<file path="src/rtl/spi_pwm_master.sv">
// SPI initiator for the 7-channel SPI PWM driver: turns write/read level requests
// into framed, slowed-down SPI transactions (sclk phases stretched over CLK_DIV clk cycles).
module spi_pwm_master #(
    parameter int unsigned CLK_DIV  = 4,
    parameter int unsigned CS_SETUP = 2,
    parameter int unsigned CS_HOLD  = 2,
    parameter int unsigned CS_IDLE  = 2
) (
    input  logic       clk,
    input  logic       reset_n,
    input  logic       req_valid,
    output logic       req_ready,
    input  logic       req_write,
    input  logic [2:0] req_addr,
    input  logic [7:0] req_data,
    output logic       rsp_valid,
    output logic [7:0] rsp_data,
    output logic       busy,
    output logic       sclk,
    output logic       cs,
    output logic       mosi,
    input  logic       miso
);

    localparam int unsigned CW = 8;
    localparam int unsigned PW = 5;
    localparam int unsigned SW = 24;
    localparam logic [CW-1:0] SETUP_LAST = CW'(CS_SETUP - 1);
    localparam logic [CW-1:0] HALF_LAST  = CW'(CLK_DIV - 1);
    localparam logic [CW-1:0] HOLD_LAST  = CW'(CS_HOLD - 1);
    localparam logic [CW-1:0] IDLE_LAST  = CW'(CS_IDLE - 1);

    typedef enum logic [2:0] {IDLE, SETUP, SCK_HI, SCK_LO, HOLD, GAP} state_t;

    state_t        state, state_n;
    logic [CW-1:0] cnt, cnt_n;
    logic [PW-1:0] per, per_n;
    logic [SW-1:0] sh, sh_n;
    logic [7:0]    rx, rx_n;
    logic          wr, wr_n;
    logic          req_ready_n, rsp_valid_n, busy_n, sclk_n, cs_n, mosi_n;
    logic [7:0]    rsp_data_n;
    logic [PW-1:0] last_per;

    assign last_per = wr ? PW'(16) : PW'(17);

    // State and registered outputs
    always_ff @(posedge clk or negedge reset_n) begin
        if (!reset_n) begin
            state     <= IDLE;
            cnt       <= '0;
            per       <= '0;
            sh        <= '0;
            rx        <= '0;
            wr        <= 1'b0;
            req_ready <= 1'b0;
            rsp_valid <= 1'b0;
            rsp_data  <= '0;
            busy      <= 1'b0;
            sclk      <= 1'b0;
            cs        <= 1'b1;
            mosi      <= 1'b0;
        end else begin
            state     <= state_n;
            cnt       <= cnt_n;
            per       <= per_n;
            sh        <= sh_n;
            rx        <= rx_n;
            wr        <= wr_n;
            req_ready <= req_ready_n;
            rsp_valid <= rsp_valid_n;
            rsp_data  <= rsp_data_n;
            busy      <= busy_n;
            sclk      <= sclk_n;
            cs        <= cs_n;
            mosi      <= mosi_n;
        end
    end

    // Next-state and next-output logic; sh[SW-1] is the bit currently on mosi
    always_comb begin
        state_n     = state;
        cnt_n       = cnt + CW'(1);
        per_n       = per;
        sh_n        = sh;
        rx_n        = rx;
        wr_n        = wr;
        req_ready_n = req_ready;
        rsp_valid_n = 1'b0;
        rsp_data_n  = rsp_data;
        busy_n      = busy;
        sclk_n      = sclk;
        cs_n        = cs;
        mosi_n      = mosi;
        case (state)
            IDLE: begin
                cnt_n       = '0;
                req_ready_n = 1'b1;
                if (req_valid && req_ready) begin
                    state_n     = SETUP;
                    wr_n        = req_write;
                    sh_n        = {req_write, 4'b0000, req_addr,
                                   (req_write ? req_data : 8'h00), 8'h00};
                    rx_n        = '0;
                    per_n       = PW'(1);
                    cs_n        = 1'b0;
                    mosi_n      = req_write;
                    busy_n      = 1'b1;
                    req_ready_n = 1'b0;
                end
            end
            SETUP: begin
                if (cnt == SETUP_LAST) begin
                    state_n = SCK_HI;
                    cnt_n   = '0;
                    sclk_n  = 1'b1;
                end
            end
            SCK_HI: begin
                if (cnt == HALF_LAST) begin
                    state_n = SCK_LO;
                    cnt_n   = '0;
                    sclk_n  = 1'b0;
                    sh_n    = {sh[SW-2:0], 1'b0};
                    mosi_n  = sh[SW-2];
                end
            end
            SCK_LO: begin
                if (cnt == HALF_LAST) begin
                    cnt_n = '0;
                    if (per == last_per) begin
                        state_n = HOLD;
                    end else begin
                        state_n = SCK_HI;
                        sclk_n  = 1'b1;
                        per_n   = per + PW'(1);
                        // Rising edges of periods 10..17 carry the read byte
                        if (!wr && per >= PW'(9)) begin
                            rx_n = {rx[6:0], miso};
                        end
                    end
                end
            end
            HOLD: begin
                if (cnt == HOLD_LAST) begin
                    state_n     = GAP;
                    cnt_n       = '0;
                    cs_n        = 1'b1;
                    mosi_n      = 1'b0;
                    rsp_valid_n = 1'b1;
                    rsp_data_n  = wr ? 8'h00 : rx;
                end
            end
            GAP: begin
                if (cnt == IDLE_LAST) begin
                    state_n     = IDLE;
                    cnt_n       = '0;
                    req_ready_n = 1'b1;
                    busy_n      = 1'b0;
                end
            end
            default: state_n = IDLE;
        endcase
    end

endmodule

</file>
<file path="config.mk">
export PLATFORM = sky130hd
export DESIGN_NAME = spi_pwm_master
export DESIGN_NICKNAME = d
export VERILOG_FILES = /design/src/rtl/spi_pwm_master.sv
export SDC_FILE = /design/constraint.sdc
export NUM_CORES = 1
export LEC_CHECK = 0
export CAP_MARGIN = 30
export CORE_MARGIN = 2
export CORE_UTILIZATION = 30
export DETAILED_ROUTE_END_ITERATION = 8
export MAX_ROUTING_LAYER = met4
export SLEW_MARGIN = 20
export SYNTH_ARGS = -nofsm -noshare
export SYNTH_HDL_FRONTEND = slang
export SYNTH_SLANG_ARGS = --single-unit
</file>
<file path="constraint.sdc">
create_clock -name clk -period 3.05 [get_ports clk]
set_input_delay 0.4575 -clock clk [delete_from_list [all_inputs] [get_ports clk]]
set_output_delay 0.4575 -clock clk [all_outputs]
set_load 0.01 [all_outputs]
</file>
Yosys cells after proc, flatten, opt, wreduce, memory -nomap -nowiden
Cells that the tools add are included.
Operators by class
  mux-type cells: 43
  add/sub/neg operators: 2
  reductions and logical operators: 23
  magnitude comparators: 1
  equality and inequality tests: 16
Operators by type and width (count)
  $mux 8: 8
  $mux 23: 2
  $pmux 23 s2: 1
  $pmux 8 s3: 1
  $mux 3: 7
  $pmux 3 s6: 1
  $ne 2x2->1 const B: 8
  $pmux 8 s2: 1
  $mux 5: 3
  $mux 1: 13
  $pmux 5 s2: 1
  $reduce_and 5->1: 2
  $reduce_and 3->1: 3
  $add 8x1->8 const B: 1
  $eq 8x1->1 const B: 1
  $eq 8x2->1 const B: 1
  $reduce_and 4->1: 2
  $reduce_bool 2->1: 4
  $eq 3x2->1 const B: 2
  $eq 3x3->1 const B: 2
  $pmux 1 s2: 3
  $pmux 1 s3: 2
  $reduce_and 2->1: 3
  $reduce_and 6->1: 1
  other kinds (10): 12
Storage, ports and cells
  register bits after elaboration: 62
  output and inout bits: 14
  word-level logic and storage cells: 98

Logic depth before layout (Yosys ltp)
  word-level depth: 6
  gate-level depth with buffers: 7

Worst setup path before layout
No wires, ideal clock.
  kind: register to register
  start point: register cnt[0]
  end point: register sh[14]
  data required time: 2.925 ns
  stages on the path, launching flop included: 8
  library setup time: 0.125 ns
  arrival: 2.174 ns
  slack: 0.751 ns
  path buffers: 2
  period minus slack after synthesis: 2.299 ns
  cell sequence: dfrtp_1 > ha_1 > or3b_2 > clkbuf_1 > or2_4 > o21ai_4 > buf_12 > mux2_4
On the way
  word-level cells in the longest chain between the ends: 3
Ends and longest elaborated chain
  start: declaration: line 36  | logic [CW-1:0] cnt, cnt_n;
  start signal: assignment: line 65  | cnt <= cnt_n;
  $eq 8x2->1: line 120  | if (cnt == HALF_LAST) begin
  $ne 2x2->1 (no source line)
  $reduce_and 3->1 (no source line)
  end signal: assignment: line 67  | sh <= sh_n;
  end: declaration: line 38  | logic [SW-1:0] sh, sh_n;
No other way between the ends.
A chain may end at the register's enable or synchronous reset.

Worst setup path in the final report
  start point: register cnt[0]
  end point: register sh[10]
Same word-level chain as after synthesis.

==> key figures <==
Run status
  – Status: finished clean

STA
  – Max Freq: 390.5 MHz
  – RSZ-0062 raised after global routing: false
  – Max Slew Vio Count: 0
  – Clock Skews: 0.005483 ns
  – Relative slew margins: 50.83%
  – Final Hold Viols: 0
  – Crit share post-route: 83.97%
  – Setup TNS: 0 ns
  – Final min period: 2.561 ns
  – Worst-margin pin slew: 0.7308 ns
  – Final setup viols: 0

Final layout
  – Area grow syn2layout: 17.71%
  – Multi-input gate area: 1308 um2
  – Fillers: 923
  – Register area: 1353 um2
  – Layout cells sized above 1: 13.31%
  – Diodes inserted: 0
  – Final net count: 327
  – Most common library cell in the layout ignoring fill and taps: dfrtp_1
  – Most frequent cells in the layout: 53 x dfrtp_1, 41 x nand2_1, 28 x clkdlybuf4s50_1, 21 x o21ai_0, 17 x nand3_1

Clock network
  – CTS tree: built
  – Post-CTS Setup Bufs: 0
  – Root buf cell: clkbuf_8
  – H-tree Lvls: 2
  – CTS Buf Count: 5
  – CTS Hold Bufs: 0
  – CTS resizes: 0
  – Longest Clk Path Bufs: 2
  – Clock sink count: 54
  – Later-pin clock latency in the skew report: 0.30 ns
  – Clk slew on worst S/H paths: 0.10 ns

Synth
  – Synth Register Bits: 54
  – Syn_nets: 301
  – Synth Area per Inst: 9.929 um2
  – Synth Cell Area: 2790 um2
  – Synthesized instance count: 281
  – Main flop type after synthesis: dfrtp_1
  – Sequential area share after synthesis: 48.48%
  – Ys Warns: 0
  – Fraction of registers with async set/reset: 100.0%
  – EDFF count, synth: 0
  – Unique cell type count in the Yosys netlist: 53

Worst setup path
  – Crit-path max cell delay: 0.54 ns
  – Critical path class: flop to flop
  – CP delay by family, top: simple AND/OR/NAND/NOR gates
  – CP startpoint kind: flop
  – Crit path to: sh[10]
  – Critical Path RT: 3.25 ns
  – Critical Path AT: 2.76 ns
  – Critical path depth: 5
  – R2R Path End: sh[10]
  – Cell at the slowest stage of the critical path: or3b_2
  – CP Max Fanout: 15
  – Worst r2r path cells: 5
  – R2r setup slk: 0.49 ns
  – Critical-path cell list: ha_1 -> or3b_2 -> or2_4 -> o21ai_4 -> mux2_2
  – CP bufs+invs: 0
  – CP Capture Type: flop
  – Worst setup startpoint: cnt[0]
  – Worst r2r src: cnt[0]

Drt
  – Drt wl/cell: 13.31 um
  – Drc violations: 0
  – Via density: 4.890
  – Via Count: 2049
  – Pre-Repair DR Iteration Count: 4
  – Initial DRC Count: 105
  – Antenna-violating nets left: 0
  – Final Routed Wirelength: 5576 um

Worst hold path
  – Worst Hold Class: primary input to asynchronous set/reset pin

Placed design
  – Gp weighted congestion: 0.8430
  – # port buffers: 29
  – Dpl hpwl: 3907 um

Die
  – Die Area: 10090 um2
  – Initial Utilization: 30.49%
  – I/O pin cnt: 30
  – FP Rows: 35
  – Die height: 100.4 um
  – Area of the core: 9153 um2
  – Die extent in x: 100.4 um

Global route
  – Overall Global Routing Usage: 12.48%
  – Vias in the first global route: 2037
  – Largest net degree at the start of global routing: 23
  – First-pass GRT wire length: 9798 um
  – Initial antenna violation count: 0
  – Grt ovf: 0

Power and ir drop
  – Total power: 2660 uW
  – Ratio of total power to cell area: 809.9 nW/um2
  – Maximum VDD drop: 237.7 uV
  – Pleak: 0.001366 uW

Flow run
  – Max-cap violations: 0
state kept, by name (all words and copies together) (netlist names), 3 cells and up:
register,flops
sh,15
rx,8
state,3
cnt,8
rsp_data,8
per,5
layer usage:
layer / up-vias / GRT usage, % / wire length, um
li1: 1037 / - / -
met1: 973 / 16.77 / 2821
met2: 37 / 19.41 / 2552
met3: 2 / 3.343 / 184
met4: 0 / 1.897 / 17
met5: - / - / 0
kinds of logic (layout without fill, tap and decap cells):
logic type | count (synthesis) | after routing | share of synthesized area, %
buffers and inverters | 31 | 58 | 4.843
flip-flops | 54 | 54 | 48.48
AND/OR/NAND/NOR | 101 | 101 | 17.40
multiplexers | 23 | 23 | 9.641
adder cells (fa/ha/maj) | 4 | 4 | 1.794
AO/OA/AOI/OAI | 61 | 61 | 15.65
XOR/XNOR | 7 | 7 | 2.197
Yosys cell counts, types with 3 or more instances:
cell,count,area (um2)
o21ai_0,21,105.1
ha_1,4,50.05
xor2_1,6,52.55
inv_1,14,52.55
dfrtp_1,53,1326
nand2_1,41,153.9
o2bb2ai_1,8,70.07
nand2b_1,10,62.56
mux2_4,5,75.07
nor2_1,15,56.30
nand3_1,17,85.08
a211oi_1,5,37.54
mux2i_1,7,70.07
a31oi_1,3,18.77
clkbuf_1,13,48.80
a21oi_1,4,20.02
mux2_2,11,123.9
how the worst min path moves through the flow:
stage	startpoint	to	slack (ns)	cells after the start
after global placement	reset_n	rsp_data[0]	0.43	1
after CTS	reset_n	rx[3]	0.1	1
final	reset_n	rx[3]	0.08	1
after floorplan	reset_n	busy	0.16	0
after global routing	reset_n	rsp_data[2]	0.10	1
after detailed placement	reset_n	rsp_data[0]	0.44	1
stage by stage:
step / instances / worst slack, ns / hold WS, ns / utilization [%] / cell area, um2
finish: 419 / 0.4889 / 0.08460 / 35.89 / 3284
global route: 419 / 0.3503 / 0.1016 / 35.89 / 3284
CTS: 419 / 0.4873 / 0.09606 / 35.89 / 3284
detailed placement: 411 / 0.4949 / 0.4395 / 34.85 / 3189
global placement: 411 / 0.5597 / 0.4318 / 34.85 / 3189
floorplan: 281 / 0.7510 / 0.1619 / - / 2790
cell type report:
cell class                 count  area share (%)
clock inverter                 2          0.3810
timing repair buffer          36           10.29
multi-input combinational    196           39.81
inverter                      14           1.600
clock buffer                   6           2.514
tap                          111           4.229
sequential                    54           41.18
where the power goes:
| part | leakage [uW] | switching, uW | internal (uW) |
|---|---|---|---|
| registers | 0.000700 | 200 | 911 |
| clock network | 0.0000472 | 231 | 183 |
| logic | 0.000619 | 610 | 525 |
(Power assumes the default switching activity.)
